`config.mk`:
```
export PLATFORM = sky130hd
export DESIGN_NAME = cache_set_requester
export DESIGN_NICKNAME = d
export VERILOG_FILES = /design/src/rtl/cache_set_requester.sv
export SDC_FILE = /design/constraint.sdc
export NUM_CORES = 1
export LEC_CHECK = 0
export ABC_CLOCK_PERIOD_IN_PS = 2200
export BUFFER_PORTS_ARGS = -buffer_cell sky130_fd_sc_hd__clkbuf_2
export CAP_MARGIN = 20
export CORE_AREA = 2 2 175 177
export CTS_BUF_LIST = sky130_fd_sc_hd__clkbuf_8
export DETAILED_ROUTE_END_ITERATION = 6
export DIE_AREA = 0 0 177 179
export GPL_TIMING_DRIVEN = 1
export MAX_ROUTING_LAYER = met4
export PLACE_DENSITY_LB_ADDON = 0.1
export SLEW_MARGIN = 20
export SYNTH_ARGS = -nofsm -noshare
export SYNTH_HDL_FRONTEND = slang
export SYNTH_SLANG_ARGS = --single-unit
export TNS_END_PERCENT = 1
```
`constraint.sdc`:
```
create_clock -name clk -period 2.2 [get_ports clk]
set_input_delay 0.22 -clock clk [delete_from_list [all_inputs] [get_ports clk]]
set_output_delay 0.22 -clock clk [all_outputs]
set_load 0.005 [all_outputs]
```
`src/rtl/cache_set_requester.sv`:
```
// Cache-set requester: turns core load/store requests into single set commands,
// retries write misses as forced fills and returns one response per request.
// Optional build macro CACHE_REQ_STATS_EN adds saturating hit/miss/error counters.
module cache_set_requester #(
    parameter int unsigned TIMEOUT   = 16,
    parameter int unsigned MAX_RETRY = 1
) (
    input  logic         clk,
    input  logic         rst_n,
    // Core-side request
    input  logic         req_valid_i,
    output logic         req_ready_o,
    input  logic         req_write_i,
    input  logic [35:0]  req_addr_i,
    input  logic [1:0]   req_size_i,
    input  logic [63:0]  req_wdata_i,
    // Core-side response
    output logic         resp_valid_o,
    input  logic         resp_ready_i,
    output logic [63:0]  resp_rdata_o,
    output logic         resp_miss_o,
    output logic         resp_err_o,
    // Set command
    output logic         set_enable_o,
    output logic         set_write_enable_o,
    output logic         set_force_write_o,
    output logic [23:0]  set_tag_o,
    output logic [5:0]   set_idx_o,
    output logic [5:0]   set_block_offset_o,
    output logic [1:0]   set_data_size_o,
    output logic [63:0]  set_write_data_o,
    output logic [31:0]  set_n_ops_o,
    // Set response
    input  logic [127:0] set_out_data_i,
    input  logic         set_data_ready_i,
    input  logic         set_read_miss_i,
    input  logic         set_write_miss_i,
    input  logic         set_op_done_i
`ifdef CACHE_REQ_STATS_EN
    ,
    output logic [31:0]  stat_hits_o,
    output logic [31:0]  stat_misses_o,
    output logic [31:0]  stat_errs_o
`endif
);

    typedef enum logic [2:0] {
        StIdle,
        StCheck,
        StIssue,
        StWait,
        StFill,
        StResp
    } state_e;

    state_e      state_q, state_d;
    logic [35:0] addr_q, addr_d;
    logic [1:0]  size_q, size_d;
    logic        write_q, write_d;
    logic [63:0] wdata_q, wdata_d;
    logic [31:0] n_ops_q, n_ops_d;
    logic [31:0] retry_q, retry_d;
    logic [31:0] tmo_q, tmo_d;
    logic [63:0] rdata_q, rdata_d;
    logic        miss_q, miss_d;
    logic        err_q, err_d;

    logic [5:0]  offset;
    logic [6:0]  size_bytes;
    logic        misaligned;
    logic        crossing;
    logic [63:0] size_mask;
    logic        unused_upper;

    assign offset     = addr_q[5:0];
    assign size_bytes = 7'd1 << size_q;
    assign misaligned = (({1'b0, offset} & (size_bytes - 7'd1)) != 7'd0);
    assign crossing   = (({1'b0, offset} + size_bytes) > 7'd64);

    // Only the low half of the set read port carries data for this requester.
    assign unused_upper = ^set_out_data_i[127:64];

    // Right-aligned mask selecting the bytes covered by the request size.
    always_comb begin
        size_mask = 64'hFFFF_FFFF_FFFF_FFFF;
        case (size_q)
            2'd0:    size_mask = 64'h0000_0000_0000_00FF;
            2'd1:    size_mask = 64'h0000_0000_0000_FFFF;
            2'd2:    size_mask = 64'h0000_0000_FFFF_FFFF;
            default: size_mask = 64'hFFFF_FFFF_FFFF_FFFF;
        endcase
    end

    // Next-state logic for the request FSM and its datapath registers.
    always_comb begin
        state_d = state_q;
        addr_d  = addr_q;
        size_d  = size_q;
        write_d = write_q;
        wdata_d = wdata_q;
        n_ops_d = n_ops_q;
        retry_d = retry_q;
        tmo_d   = tmo_q;
        rdata_d = rdata_q;
        miss_d  = miss_q;
        err_d   = err_q;

        case (state_q)
            StIdle: begin
                if (req_valid_i) begin
                    addr_d  = req_addr_i;
                    size_d  = req_size_i;
                    write_d = req_write_i;
                    wdata_d = req_wdata_i;
                    state_d = StCheck;
                end
            end
            StCheck: begin
                if (misaligned || crossing) begin
                    err_d   = 1'b1;
                    state_d = StResp;
                end else begin
                    state_d = StIssue;
                end
            end
            StIssue: begin
                n_ops_d = n_ops_q + 32'd1;
                tmo_d   = 32'd0;
                state_d = StWait;
            end
            StWait: begin
                tmo_d = tmo_q + 32'd1;
                if (set_read_miss_i) begin
                    miss_d  = 1'b1;
                    rdata_d = 64'd0;
                    state_d = StResp;
                end else if (set_write_miss_i) begin
                    if (retry_q < MAX_RETRY) begin
                        state_d = StFill;
                    end else begin
                        miss_d  = 1'b1;
                        state_d = StResp;
                    end
                end else if (set_data_ready_i && !write_q) begin
                    rdata_d = set_out_data_i[63:0] & size_mask;
                    state_d = StResp;
                end else if (set_op_done_i && write_q) begin
                    state_d = StResp;
                end else if ((tmo_q + 32'd1) >= TIMEOUT) begin
                    err_d   = 1'b1;
                    state_d = StResp;
                end
            end
            StFill: begin
                retry_d = retry_q + 32'd1;
                n_ops_d = n_ops_q + 32'd1;
                tmo_d   = 32'd0;
                state_d = StWait;
            end
            StResp: begin
                if (resp_ready_i) begin
                    rdata_d = 64'd0;
                    miss_d  = 1'b0;
                    err_d   = 1'b0;
                    retry_d = 32'd0;
                    state_d = StIdle;
                end
            end
            default: state_d = StIdle;
        endcase
    end

    // State and datapath registers; reset abandons any in-flight command.
    always_ff @(posedge clk or negedge rst_n) begin
        if (!rst_n) begin
            state_q <= StIdle;
            addr_q  <= '0;
            size_q  <= '0;
            write_q <= 1'b0;
            wdata_q <= '0;
            n_ops_q <= '0;
            retry_q <= '0;
            tmo_q   <= '0;
            rdata_q <= '0;
            miss_q  <= 1'b0;
            err_q   <= 1'b0;
        end else begin
            state_q <= state_d;
            addr_q  <= addr_d;
            size_q  <= size_d;
            write_q <= write_d;
            wdata_q <= wdata_d;
            n_ops_q <= n_ops_d;
            retry_q <= retry_d;
            tmo_q   <= tmo_d;
            rdata_q <= rdata_d;
            miss_q  <= miss_d;
            err_q   <= err_d;
        end
    end

    // Outputs decoded from state; command fields come straight from the request register.
    always_comb begin
        req_ready_o        = (state_q == StIdle);
        resp_valid_o       = (state_q == StResp);
        resp_rdata_o       = rdata_q;
        resp_miss_o        = miss_q;
        resp_err_o         = err_q;
        set_enable_o       = (state_q == StIssue) || (state_q == StFill);
        set_force_write_o  = (state_q == StFill);
        set_write_enable_o = (state_q == StFill) ||
                             (write_q && ((state_q == StIssue) || (state_q == StWait)));
        set_tag_o          = addr_q[35:12];
        set_idx_o          = addr_q[11:6];
        set_block_offset_o = addr_q[5:0];
        set_data_size_o    = size_q;
        set_write_data_o   = wdata_q;
        set_n_ops_o        = n_ops_q;
    end

`ifdef CACHE_REQ_STATS_EN
    logic [31:0] hits_q, misses_q, errs_q;
    logic        resp_fire;

    assign resp_fire = (state_q == StResp) && resp_ready_i;

    // Saturating per-kind response counters.
    always_ff @(posedge clk or negedge rst_n) begin
        if (!rst_n) begin
            hits_q   <= '0;
            misses_q <= '0;
            errs_q   <= '0;
        end else if (resp_fire) begin
            if (err_q) begin
                if (errs_q != 32'hFFFF_FFFF) errs_q <= errs_q + 32'd1;
            end else if (miss_q) begin
                if (misses_q != 32'hFFFF_FFFF) misses_q <= misses_q + 32'd1;
            end else begin
                if (hits_q != 32'hFFFF_FFFF) hits_q <= hits_q + 32'd1;
            end
        end
    end

    assign stat_hits_o   = hits_q;
    assign stat_misses_o = misses_q;
    assign stat_errs_o   = errs_q;
`endif

endmodule

```
== Word-level counts from Yosys, hierarchy flattened ==
Index checks and enable logic that the tools add are counted.
Widths: inputs -> output; s select.

* Register bits: 268
* Output and inout port bits: 205
* Input port bits: 239
* Logic and storage cells: 95

* Reductions and logical operators: 22
* Eq/ne operators: 20
* Bitwise logic cells: 2
* Mux-type cells: 31
* $lt $le $gt $ge: 3
* Add/subtract/negate cells: 5
* Shift operators: 1

{| class="wikitable"
|+ Operators by type and width
! operator !! count
|-
| $mux 64 || 4
|-
| $pmux 64 s3 || 1
|-
| $pmux 32 s2 || 2
|-
| $pmux 64 s2 || 1
|-
| $add 32x1->32 const B || 3
|-
| $and 64x64->64 || 1
|-
| $ge 32x5->1 const B || 1
|-
| $lt 32x1->1 const B || 1
|-
| $mux 32 || 1
|-
| $mux 3 || 8
|-
| $pmux 3 s5 || 1
|-
| $ne 2x2->1 const B || 7
|-
| $ne 3x3->1 const B || 4
|-
| $mux 1 || 11
|-
| $reduce_and 4->1 || 2
|-
| $reduce_and 8->1 || 1
|-
| $add 6x7->7 || 1
|-
| $and 6x7->7 || 1
|-
| $gt 7x7->1 const B || 1
|-
| $reduce_bool 7->1 || 1
|-
| $shl 1x2->7 const A || 1
|-
| $sub 7x1->7 const B || 1
|-
| $eq 3x2->1 const B || 2
|-
| $eq 3x3->1 const B || 2
|-
| other kinds (17) || 25
|}

== Longest topological paths before layout ==
Gate-level depths: netlist of run 1.

* Word-level depth: 8
* Mapped depth: 10
* Mapped depth without buffers: 10

== Worst setup path after synthesis of run 1 ==
OpenSTA, ideal clock, no wires.

* Kind: register -> register
* From: register tmo_q[10]
* To: register state_q[2]
* Period minus slack after synthesis: 2.353 ns
* Data arrival time: 2.227 ns
* Setup slack: -0.153 ns
* Library setup time: 0.125 ns
* Stages on the path, launching flop included: 10
* Path through: dfrtp_1 clkbuf_2 nand4_4 or4_4 buf_6 o21a_1 a2111oi_4 nand4_1 nor4_1 nor2_1

* Longest elaborated chain between the ends: 4

{| class="wikitable"
|+ RTL lines
! element !! RTL line !! RTL
|-
| start, declared || 63 || <nowiki>logic [31:0] tmo_q, tmo_d;</nowiki>
|-
| start signal, assigned || 195 || <nowiki>tmo_q <= tmo_d;</nowiki>
|-
| $add 32x1->32 || 149 || <nowiki>end else if ((tmo_q + 32'd1) >= TIMEOUT) begin</nowiki>
|-
| $ge 32x5->1 || 149 ||
|-
| $ne 6x6->1 (no source line) || n/a ||
|-
| $reduce_and 3->1 (no source line) || n/a ||
|-
| end signal, assigned || 176 || <nowiki>state_q <= StIdle;</nowiki>
|-
| end signal, assigned || 188 || <nowiki>state_q <= state_d;</nowiki>
|-
| end, declared || 56 || <nowiki>state_e state_q, state_d;</nowiki>
|}

Every way passes these cells.
A chain may end at the register's enable or synchronous reset.

== Worst setup path after layout of run 1 ==
Same ends and word-level chain as after synthesis.

==> impl_metrics.py, run 1 <==
metrics = {
    "power_and_ir_drop": {
        "p_leak_nw": 9.121,
        "p_int_mw": 12.51,
        "p_clk_frac": 0.245,
        "fin_total_pwr_mw": 18.92,
        "max-vdd-ir-drop_uv": 766.1,
        "p_seq_frac": 0.394,
        "p_switching_mw": 6.416,
        "power_density_nw_per_um2": 1039,
        "p_comb_frac": 0.361,
        "switching_share": 0.3390,
    },
    "synthesis": {
        "syn_area_um2": 12270,
        "yosysUniqueCellTypes": 67,
        "yosysTopAreaCell": "dfrtp_1",
        "ys_warn_count": 0,
        "ys_seq_area_frac": 0.5467,
        "synth_top_area_frac": 0.5467,
        "synth_ff_type": "dfrtp_1",
        "syn_area_per_cell_um2": 10.54,
        "synth-seq-cells": 268,
        "async_flop_share": 1.000,
        "syn_inst": 1164,
        "synth_nets": 1414,
        "synth.area.top_cells": "dfrtp_1 (55%), mux2_2 (9.5%), nand2_1 (5.7%)",
        "synth-edff-count": 0,
    },
    "detailed_routing": {
        "ant_nets": 0,
        "vias": 11330,
        "drt_iter0_markers": 495,
        "drcViolationCount": 0,
        "wl_um": 38540,
        "dr.pass1.iters": 5,
        "vias_per_cell": 5.045,
        "post_drt_wl_per_cell_um": 17.17,
    },
    "clock_network": {
        "path_clk_slew_ns": 0.06,
        "cts_tree": "built",
        "h-tree-depth": 2,
        "clockBufferDepth": 3,
        "cts_inserted_buffers": 46,
        "root_buffer": "clkbuf_8",
        "clock-sinks": 268,
        "clk_latency_ns": 0.55,
    },
    "die": {
        "core_area_um2": 30030,
        "dieArea_um2": 31680,
        "io_pins": 444,
        "rows": 64,
        "die_h_um": 179,
        "die_w_um": 177,
        "start_util": 0.4085,
    },
    "sta": {
        "finalHoldViolCount": 0,
        "period_needed_ns": 2.286,
        "drv_slew": 0,
        "fmax_mhz": 437.5,
        "setup_viol": 3,
        "tightest_slew_ns": 0.5848,
        "timing.hold.ws_ns": 0.08504,
        "rsz0062_at_grt": "yes",
        "relSlewSlack": 0.6101,
        "fin_setup_tns_ns": -0.1695,
        "layout_setup_ws_ns": -0.08568,
        "clock_skew_ns": 0.01204,
        "fin_crit_sh": 1.039,
    },
    "setup_path": {
        "slowest_delay_ns": 0.60,
        "path_cells": "nand4_4 -> or4_4 -> buf_6 -> o31ai_4 -> o311a_1 -> nand4_1 -> nor4_1 -> nor2_1",
        "endpoint_kind": "flop",
        "rr_worst_depth": 8,
        "worst_ep_required_time_ns": 2.62,
        "crit_slowest_cell": "or4_4",
        "cp_max_fo": 6,
        "critical_path_class": "reg2reg",
        "reg2reg_slack_ns": -0.09,
        "worst_setup_path_start_kind": "flop",
        "cp.arrival_ns": 2.71,
    },
    "grt": {
        "grt_use_total": 0.2398,
        "grt_pass1_vias": 11220,
        "antenna_found_initial": 0,
        "grt_pass1_wl_um": 58860,
        "grt_max_degree": 67,
        "grt_overflow": 0,
    },
    "finish": {
        "stdcell_count": 2245,
        "layout_common_cells": "clkbuf_2 (378), dfrtp_1 (266), nand2_1 (184), dlygate4sd3_1 (169), buf_4 (109)",
        "stdcell_area_um2": 18220,
        "diodes": 0,
        "layout.nets": 2065,
        "layout-drive-gt1-share": 0.3829,
        "final_util": 0.6068,
        "fillers": 2608,
        "area_growth_pct": 48.52,
        "final_common_cell": "clkbuf_2",
    },
    "placement": {
        "preCtsSetupSlack_ns": -0.06976,
        "placed_cell_area_um2": 15460,
        "gp_congestion": 0.8812,
        "port_buffers": 379,
        "dp.cells": 1992,
        "hpwl_um": 26690,
    },
    "outcome": {
        "outcome": "finished, violations left",
        "violations": "negative setup slack",
    },
    "hold_path": {
        "min_path_cells": 4,
        "hold_class": "in2reg",
    },
    "flow_run": {
        "maxCapViolCount": 0,
    },
}
-- Yosys cell counts (all sizes together), types with 5 or more instances --
cell	n
a21o	6
a21oi	17
a31oi	8
and2	13
and3	16
and4	7
buf	17
clkbuf	49
dfrtp	268
ha	10
inv	10
mux2	104
nand2	185
nand2b	6
nand3	108
nand4	30
nor2	78
nor2b	5
nor3	17
nor4	19
o21ai	41
o31ai	19
o41ai	6
or3	10
xnor2	36
xor2	32
-- critical path: cells and delay by family (launching register included) --
family	cells	cell delay, ns
simple gates	5	1.23
compound gates	2	0.40
flops	1	0.39
buf+inv	1	0.15
-- worst paths after layout --
check                                                 start                              end
worst max-delay path                  tmo_q[10]$_DFFE_PN0P_           state_q[2]$_DFFE_PN0P_
min in group asynchronous                             rst_n             tmo_q[9]$_DFFE_PN0P_
worst min register to register  resp_rdata_o[9]$_DFFE_PN0P_      resp_rdata_o[9]$_DFFE_PN0P_
worst min-delay path                           resp_ready_i           state_q[2]$_DFFE_PN0P_
worst max register to register        tmo_q[10]$_DFFE_PN0P_           state_q[2]$_DFFE_PN0P_
max in group asynchronous                             rst_n  set_write_data_o[9]$_DFFE_PN0P_
-- layout make-up --
class	count	area [µm²]	area share
Clock buffer	62	853.3	0.04683
Timing Repair Buffer	669	4648	0.2551
Tap cell	396	495.5	0.02719
Multi-Input combinational cell	820	5366	0.2945
Clock inverter	20	110.1	0.006043
Sequential cell	268	6709	0.3682
Inverter	10	37.54	0.002060
-- timing repair --
action                                 CTS  global route
setup endpoints to repair                6            74
gates resized for setup                  6            16
setup buffers                            2             0
endpoints found under the hold margin  227             0
pin swaps                               12             4
hold buffers                           169             0
-- sequential cells by signal, indices dropped and copies added, names as in the netlist --
name              count
addr_q               36
resp_miss_o           1
resp_err_o            1
set_data_size_o       2
set_n_ops_o          32
state_q               3
tmo_q                32
resp_rdata_o         64
write_q               1
retry_q              32
set_write_data_o     64
-- kinds of logic after synthesis --
family,after synthesis,share of synthesized area
flip-flops,268,0.5467
buffers and inverters,76,0.02601
adder cells (fa/ha/maj),11,0.01183
AND/OR/NAND/NOR,509,0.2006
multiplexers,107,0.09791
XOR/XNOR,68,0.04855
AO/OA/AOI/OAI,125,0.06844
-- power groups by stage --
stage	logic (mW)	registers (mW)	clock network, mW
after floorplan	3.07	7.50	0
after detailed placement	6.54	7.46	0
after global placement	6.44	7.40	0
final	6.84	7.45	4.64
after global routing	7.50	7.65	5.00
after CTS	6.81	7.41	4.78
-- per-layer routing --
layer,vias to the layer above,wire (µm),track usage
li1,5399,-,-
met1,5475,16060,0.2976
met2,341,19050,0.3876
met3,112,1923,0.04411
met4,0,1501,0.09917
met5,-,0,-
Note: power is estimated with default switching activity, not from simulation.
==> run 2: changes to the inputs <==
- CELL_PAD_IN_SITES_DETAIL_PLACEMENT: not set -> 1
- CELL_PAD_IN_SITES_GLOBAL_PLACEMENT: not set -> 1
- CORE_AREA: 2 2 175 177 -> not set
- CORE_UTILIZATION: not set -> 35
- DIE_AREA: 0 0 177 179 -> not set
- SKIP_CTS_REPAIR_TIMING: not set -> 1
==> impl_metrics.py, run 2 (same netlist as run 1, synthesis figures left out) <==
metrics = {
    "clock_network": {
        "path_clk_slew_ns": 0.06,
        "cts_tree": "built",
        "clk_latency_ns": 0.61,
        "clockBufferDepth": 3,
        "cts_inserted_buffers": 48,
        "clock-sinks": 268,
        "h-tree-depth": 2,
        "root_buffer": "clkbuf_8",
    },
    "finish": {
        "multi_input_area_um2": 5389,
        "fillers": 3940,
        "layout.area.seq_um2": 6709,
        "layout_common_cells": "clkbuf_2 (378), dfrtp_1 (266), nand2_1 (185), dlygate4sd3_1 (169), buf_4 (111)",
        "final_common_cell": "clkbuf_2",
        "layout-drive-gt1-share": 0.3831,
        "area_growth_pct": 48.77,
        "stdcell_count": 2305,
        "final_util": 0.5284,
        "layout.nets": 2069,
    },
    "setup_path": {
        "cp.arrival_ns": 2.85,
        "worst_ep_required_time_ns": 2.70,
        "critical_path_class": "reg2reg",
        "r2r_start": "tmo_q[6]$_DFFE_PN0P_",
        "regToRegEndpoint": "state_q[2]$_DFFE_PN0P_",
        "rr_worst_depth": 9,
        "reg2reg_slack_ns": -0.16,
        "endpoint_kind": "flop",
        "cp_max_fo": 7,
        "worst_setup_path_start_kind": "flop",
    },
    "power_and_ir_drop": {
        "p_leak_nw": 9.104,
        "max-vdd-ir-drop_uv": 655.1,
        "p_seq_frac": 0.401,
        "p_switching_mw": 6.678,
        "fin_total_pwr_mw": 18.81,
        "p_int_mw": 12.14,
        "p_clk_frac": 0.235,
        "power_density_nw_per_um2": 1031,
        "switching_share": 0.3549,
        "p_comb_frac": 0.365,
    },
    "detailed_routing": {
        "drcViolationCount": 0,
        "ant_nets": 0,
        "vias": 11490,
        "wl_um": 43940,
        "drt_iter0_markers": 464,
        "dr.pass1.iters": 4,
        "post_drt_wl_per_cell_um": 19.06,
        "vias_per_cell": 4.986,
    },
    "sta": {
        "layout_setup_ws_ns": -0.1589,
        "period_needed_ns": 2.359,
        "rsz0062_at_grt": "yes",
        "clock_skew_ns": 0.04610,
        "setup_viol": 4,
        "relSlewSlack": 0.6999,
        "fin_crit_sh": 1.072,
        "timing.hold.ws_ns": 0.003724,
        "tightest_slew_ns": 0.4496,
        "drv_slew": 0,
        "finalHoldViolCount": 0,
        "fmax_mhz": 423.9,
    },
    "grt": {
        "grt_overflow": 0,
        "grt_pass1_vias": 11190,
        "antenna_found_initial": 2,
        "grt_max_degree": 65,
        "grt_pass1_wl_um": 61780,
        "grt_use_total": 0.2247,
    },
    "placement": {
        "gp_congestion": 0.8481,
        "port_buffers": 379,
        "hpwl_um": 29190,
        "dp.cells": 2050,
        "preCtsSetupSlack_ns": -0.1683,
    },
    "hold_path": {
        "min_path_cells": 4,
        "min_from": "resp_ready_i",
        "hold_class": "in2reg",
        "min_to": "state_q[2]$_DFFE_PN0P_",
    },
    "die": {
        "dieArea_um2": 35800,
        "rows": 68,
        "die_h_um": 189.2,
        "die_w_um": 189.2,
        "start_util": 0.3552,
        "io_pins": 444,
        "core_area_um2": 34540,
    },
    "outcome": {
        "violations": "negative setup slack",
        "outcome": "finished, violations left",
    },
    "flow_run": {
        "maxCapViolCount": 0,
    },
}
-- run 2: cell types whose count changed in the layout (fill, tap and decap cells not counted), moves of 2 or more --
cell      delta
clkbuf_8     -5
inv_1        +3
buf_4        +2
diode_2      +2
nor4_1       -2
nor4_2       +2
-- run 2: worst max path at each step --
stage                                  end  cells after the start  slack (ns)                    from
floorplan           addr_q[10]$_DFFE_PN0P_                      7       -0.09  state_q[0]$_DFFE_PN0P_
global placement    resp_err_o$_DFFE_PN0P_                      7       -0.09   tmo_q[10]$_DFFE_PN0P_
detailed placement  state_q[2]$_DFFE_PN0P_                      7       -0.17   tmo_q[12]$_DFFE_PN0P_
CTS                           set_enable_o                      3       -0.21  state_q[1]$_DFFE_PN0P_
global route        state_q[2]$_DFFE_PN0P_                      9       -0.28    tmo_q[6]$_DFFE_PN0P_
finish              state_q[2]$_DFFE_PN0P_                      9       -0.16    tmo_q[6]$_DFFE_PN0P_
-- run 2: area by class of cell --
type | count | area share
Sequential cell | 268 | 0.3676
Multi-Input combinational cell | 820 | 0.2953
Timing Repair Buffer | 671 | 0.2555
Clock buffer | 57 | 0.04298
Tap cell | 455 | 0.03119
Clock inverter | 22 | 0.005142
Inverter | 10 | 0.002057
Antenna cell | 2 | 0.0002742
-- run 2: stage by stage --
step	cell area [µm²]	TNS [ns]
2_1_floorplan	12300	-2.876
3_3_place_gp	15520	-0.2460
3_5_place_dp	15520	-0.4905
4_1_cts	16400	-0.9335
5_1_grt	18250	-1.682
6_report	18250	-0.3584
-- run 2: routing by layer --
layer	up-vias	GRT usage	share of wire
li1	5387	-	-
met1	5684	0.2697	0.40
met5	-	-	0
met2	333	0.3658	0.52
met3	89	0.05097	0.053
met4	0	0.08871	0.027
-- run 2: power by group through the flow --
stage	Clock, mW	Combinational, mW	Sequential (mW)
floorplan	0	3.07	7.50
global placement	0	6.34	7.42
detailed placement	0	6.48	7.51
CTS	4.55	6.49	7.44
global route	4.76	7.52	7.75
finish	4.41	6.86	7.54
-- run 2: critical path, stage by stage (launching register included) --
cell and delay (ns):
dfrtp_1 0.40, nand4_4 0.13, or4_4 0.62, buf_6 0.15, buf_4 0.13, o31ai_2 0.18, and4_1 0.23, o2bb2ai_2 0.08
nor4_2 0.28, nor2_1 0.07
==> run 3: changes to the inputs <==
- MAX_ROUTING_LAYER: met4 -> not set
==> impl_metrics.py, run 3 (same netlist as run 1, synthesis figures left out) <==
metrics = {
    "outcome": {
        "outcome": "finished, violations left",
        "violations": "negative setup slack",
    },
    "die": {
        "die_h_um": 189.2,
        "io_pins": 444,
        "rows": 68,
        "core_area_um2": 34540,
        "dieArea_um2": 35800,
        "die_w_um": 189.2,
        "start_util": 0.3552,
    },
    "sta": {
        "setup_viol": 4,
        "relSlewSlack": 0.6935,
        "finalHoldViolCount": 0,
        "fmax_mhz": 425.3,
        "tightest_slew_ns": 0.4592,
        "layout_setup_ws_ns": -0.1511,
        "period_needed_ns": 2.351,
        "fin_crit_sh": 1.069,
        "drv_slew": 0,
        "clock_skew_ns": 0.04551,
        "rsz0062_at_grt": "yes",
    },
    "setup_path": {
        "cp.arrival_ns": 2.85,
        "rr_worst_depth": 9,
        "worst_ep_required_time_ns": 2.70,
        "cp_max_fo": 7,
        "r2r_start": "tmo_q[6]$_DFFE_PN0P_",
        "regToRegEndpoint": "state_q[2]$_DFFE_PN0P_",
        "reg2reg_slack_ns": -0.15,
        "critical_path_class": "reg2reg",
        "worst_setup_path_start_kind": "flop",
        "endpoint_kind": "flop",
    },
    "flow_run": {
        "maxCapViolCount": 0,
    },
    "power_and_ir_drop": {
        "power_density_nw_per_um2": 1031,
        "max-vdd-ir-drop_uv": 655.0,
        "fin_total_pwr_mw": 18.81,
        "p_leak_nw": 9.104,
    },
    "hold_path": {
        "hold_class": "in2reg",
        "min_path_cells": 4,
        "min_to": "state_q[2]$_DFFE_PN0P_",
        "min_from": "resp_ready_i",
    },
    "detailed_routing": {
        "post_drt_wl_per_cell_um": 19.08,
        "drt_iter0_markers": 457,
        "ant_nets": 0,
        "vias_per_cell": 4.977,
        "wl_um": 43970,
        "vias": 11470,
        "dr.pass1.iters": 4,
        "drcViolationCount": 0,
    },
    "grt": {
        "grt.met1_usage": 0.2676,
        "grt_max_degree": 65,
        "antenna_found_initial": 2,
        "met3_usage": 0.05542,
        "grt_use_total": 0.2183,
        "grt_overflow": 0,
        "grt_pass1_wl_um": 61890,
        "grt_pass1_vias": 11140,
        "use_met2": 0.3657,
        "globalRoute.busiestLayer": "met2",
    },
    "finish": {
        "layout-drive-gt1-share": 0.3831,
        "layout_common_cells": "clkbuf_2 (378), dfrtp_1 (266), nand2_1 (185), dlygate4sd3_1 (169), buf_4 (111)",
        "layout.nets": 2069,
        "layout.area.seq_um2": 6709,
        "fillers": 3940,
        "stdcell_count": 2305,
        "final_util": 0.5284,
        "multi_input_area_um2": 5389,
        "stdcell_area_um2": 18250,
        "final_common_cell": "clkbuf_2",
        "area_growth_pct": 48.77,
    },
    "clock_network": {
        "clock-sinks": 268,
        "clockBufferDepth": 3,
        "h-tree-depth": 2,
        "path_clk_slew_ns": 0.06,
        "cts_inserted_buffers": 48,
        "clk_latency_ns": 0.61,
        "root_buffer": "clkbuf_8",
        "cts_tree": "built",
    },
    "placement": {
        "port_buffers": 379,
        "gp_congestion": 0.8352,
        "placed_cell_area_um2": 15520,
        "dp.cells": 2050,
        "hpwl_um": 29190,
    },
}
-- run 3: cell counts in the layout (fill, tap and decap cells not counted) --
No cell type changed its count.
-- run 3: per-stage QoR --
stage	setup TNS [ns]	worst slack, ns	hold slack (ns)
floorplan	-2.876	-0.08688	-0.07559
global placement	-0.2460	-0.09215	0.1519
detailed placement	-0.4905	-0.1683	0.1513
CTS	-0.9335	-0.2114	-0.5058
global route	-1.660	-0.2833	0.03982
finish	-0.3579	-0.1511	0.006466
-- run 3: cell type report --
cell class / instances / share of cell area
Clock inverter: 22 / 0.005142
Multi-Input combinational cell: 820 / 0.2953
Timing Repair Buffer: 671 / 0.2555
Inverter: 10 / 0.002057
Sequential cell: 268 / 0.3676
Antenna cell: 2 / 0.0002742
Clock buffer: 57 / 0.04298
Tap cell: 455 / 0.03119
-- run 3: routing by layer --
layer / routed length (µm) / part of all wire
met1: 17520 / 0.40
met4: 1213 / 0.028
met3: 2313 / 0.053
met5: 0 / 0
met2: 22930 / 0.52
-- run 3: power breakdown --
group	internal (mW)	total (mW)	switching, mW
combinational	3.32	6.86	3.53
clock	2.32	4.41	2.09
sequential	6.49	7.54	1.05
-- run 3: critical path, cell delays in order (launching register included) --
cell,delay [ns]
dfrtp_1,0.40
nand4_4,0.13
or4_4,0.62
buf_6,0.15
buf_4,0.13
o31ai_2,0.18
and4_1,0.23
o2bb2ai_2,0.08
nor4_2,0.28
nor2_1,0.07
-- run 3: worst max-delay path by stage --
| stage | startpoint | endpoint | slack, ns |
|---|---|---|---|
| 2_1_floorplan | state_q[0]$_DFFE_PN0P_ | addr_q[10]$_DFFE_PN0P_ | -0.09 |
| 3_3_place_gp | tmo_q[10]$_DFFE_PN0P_ | resp_err_o$_DFFE_PN0P_ | -0.09 |
| 3_5_place_dp | tmo_q[12]$_DFFE_PN0P_ | state_q[2]$_DFFE_PN0P_ | -0.17 |
| 4_1_cts | state_q[1]$_DFFE_PN0P_ | set_enable_o | -0.21 |
| 5_1_grt | tmo_q[6]$_DFFE_PN0P_ | state_q[2]$_DFFE_PN0P_ | -0.28 |
| 6_report | tmo_q[6]$_DFFE_PN0P_ | state_q[2]$_DFFE_PN0P_ | -0.15 |
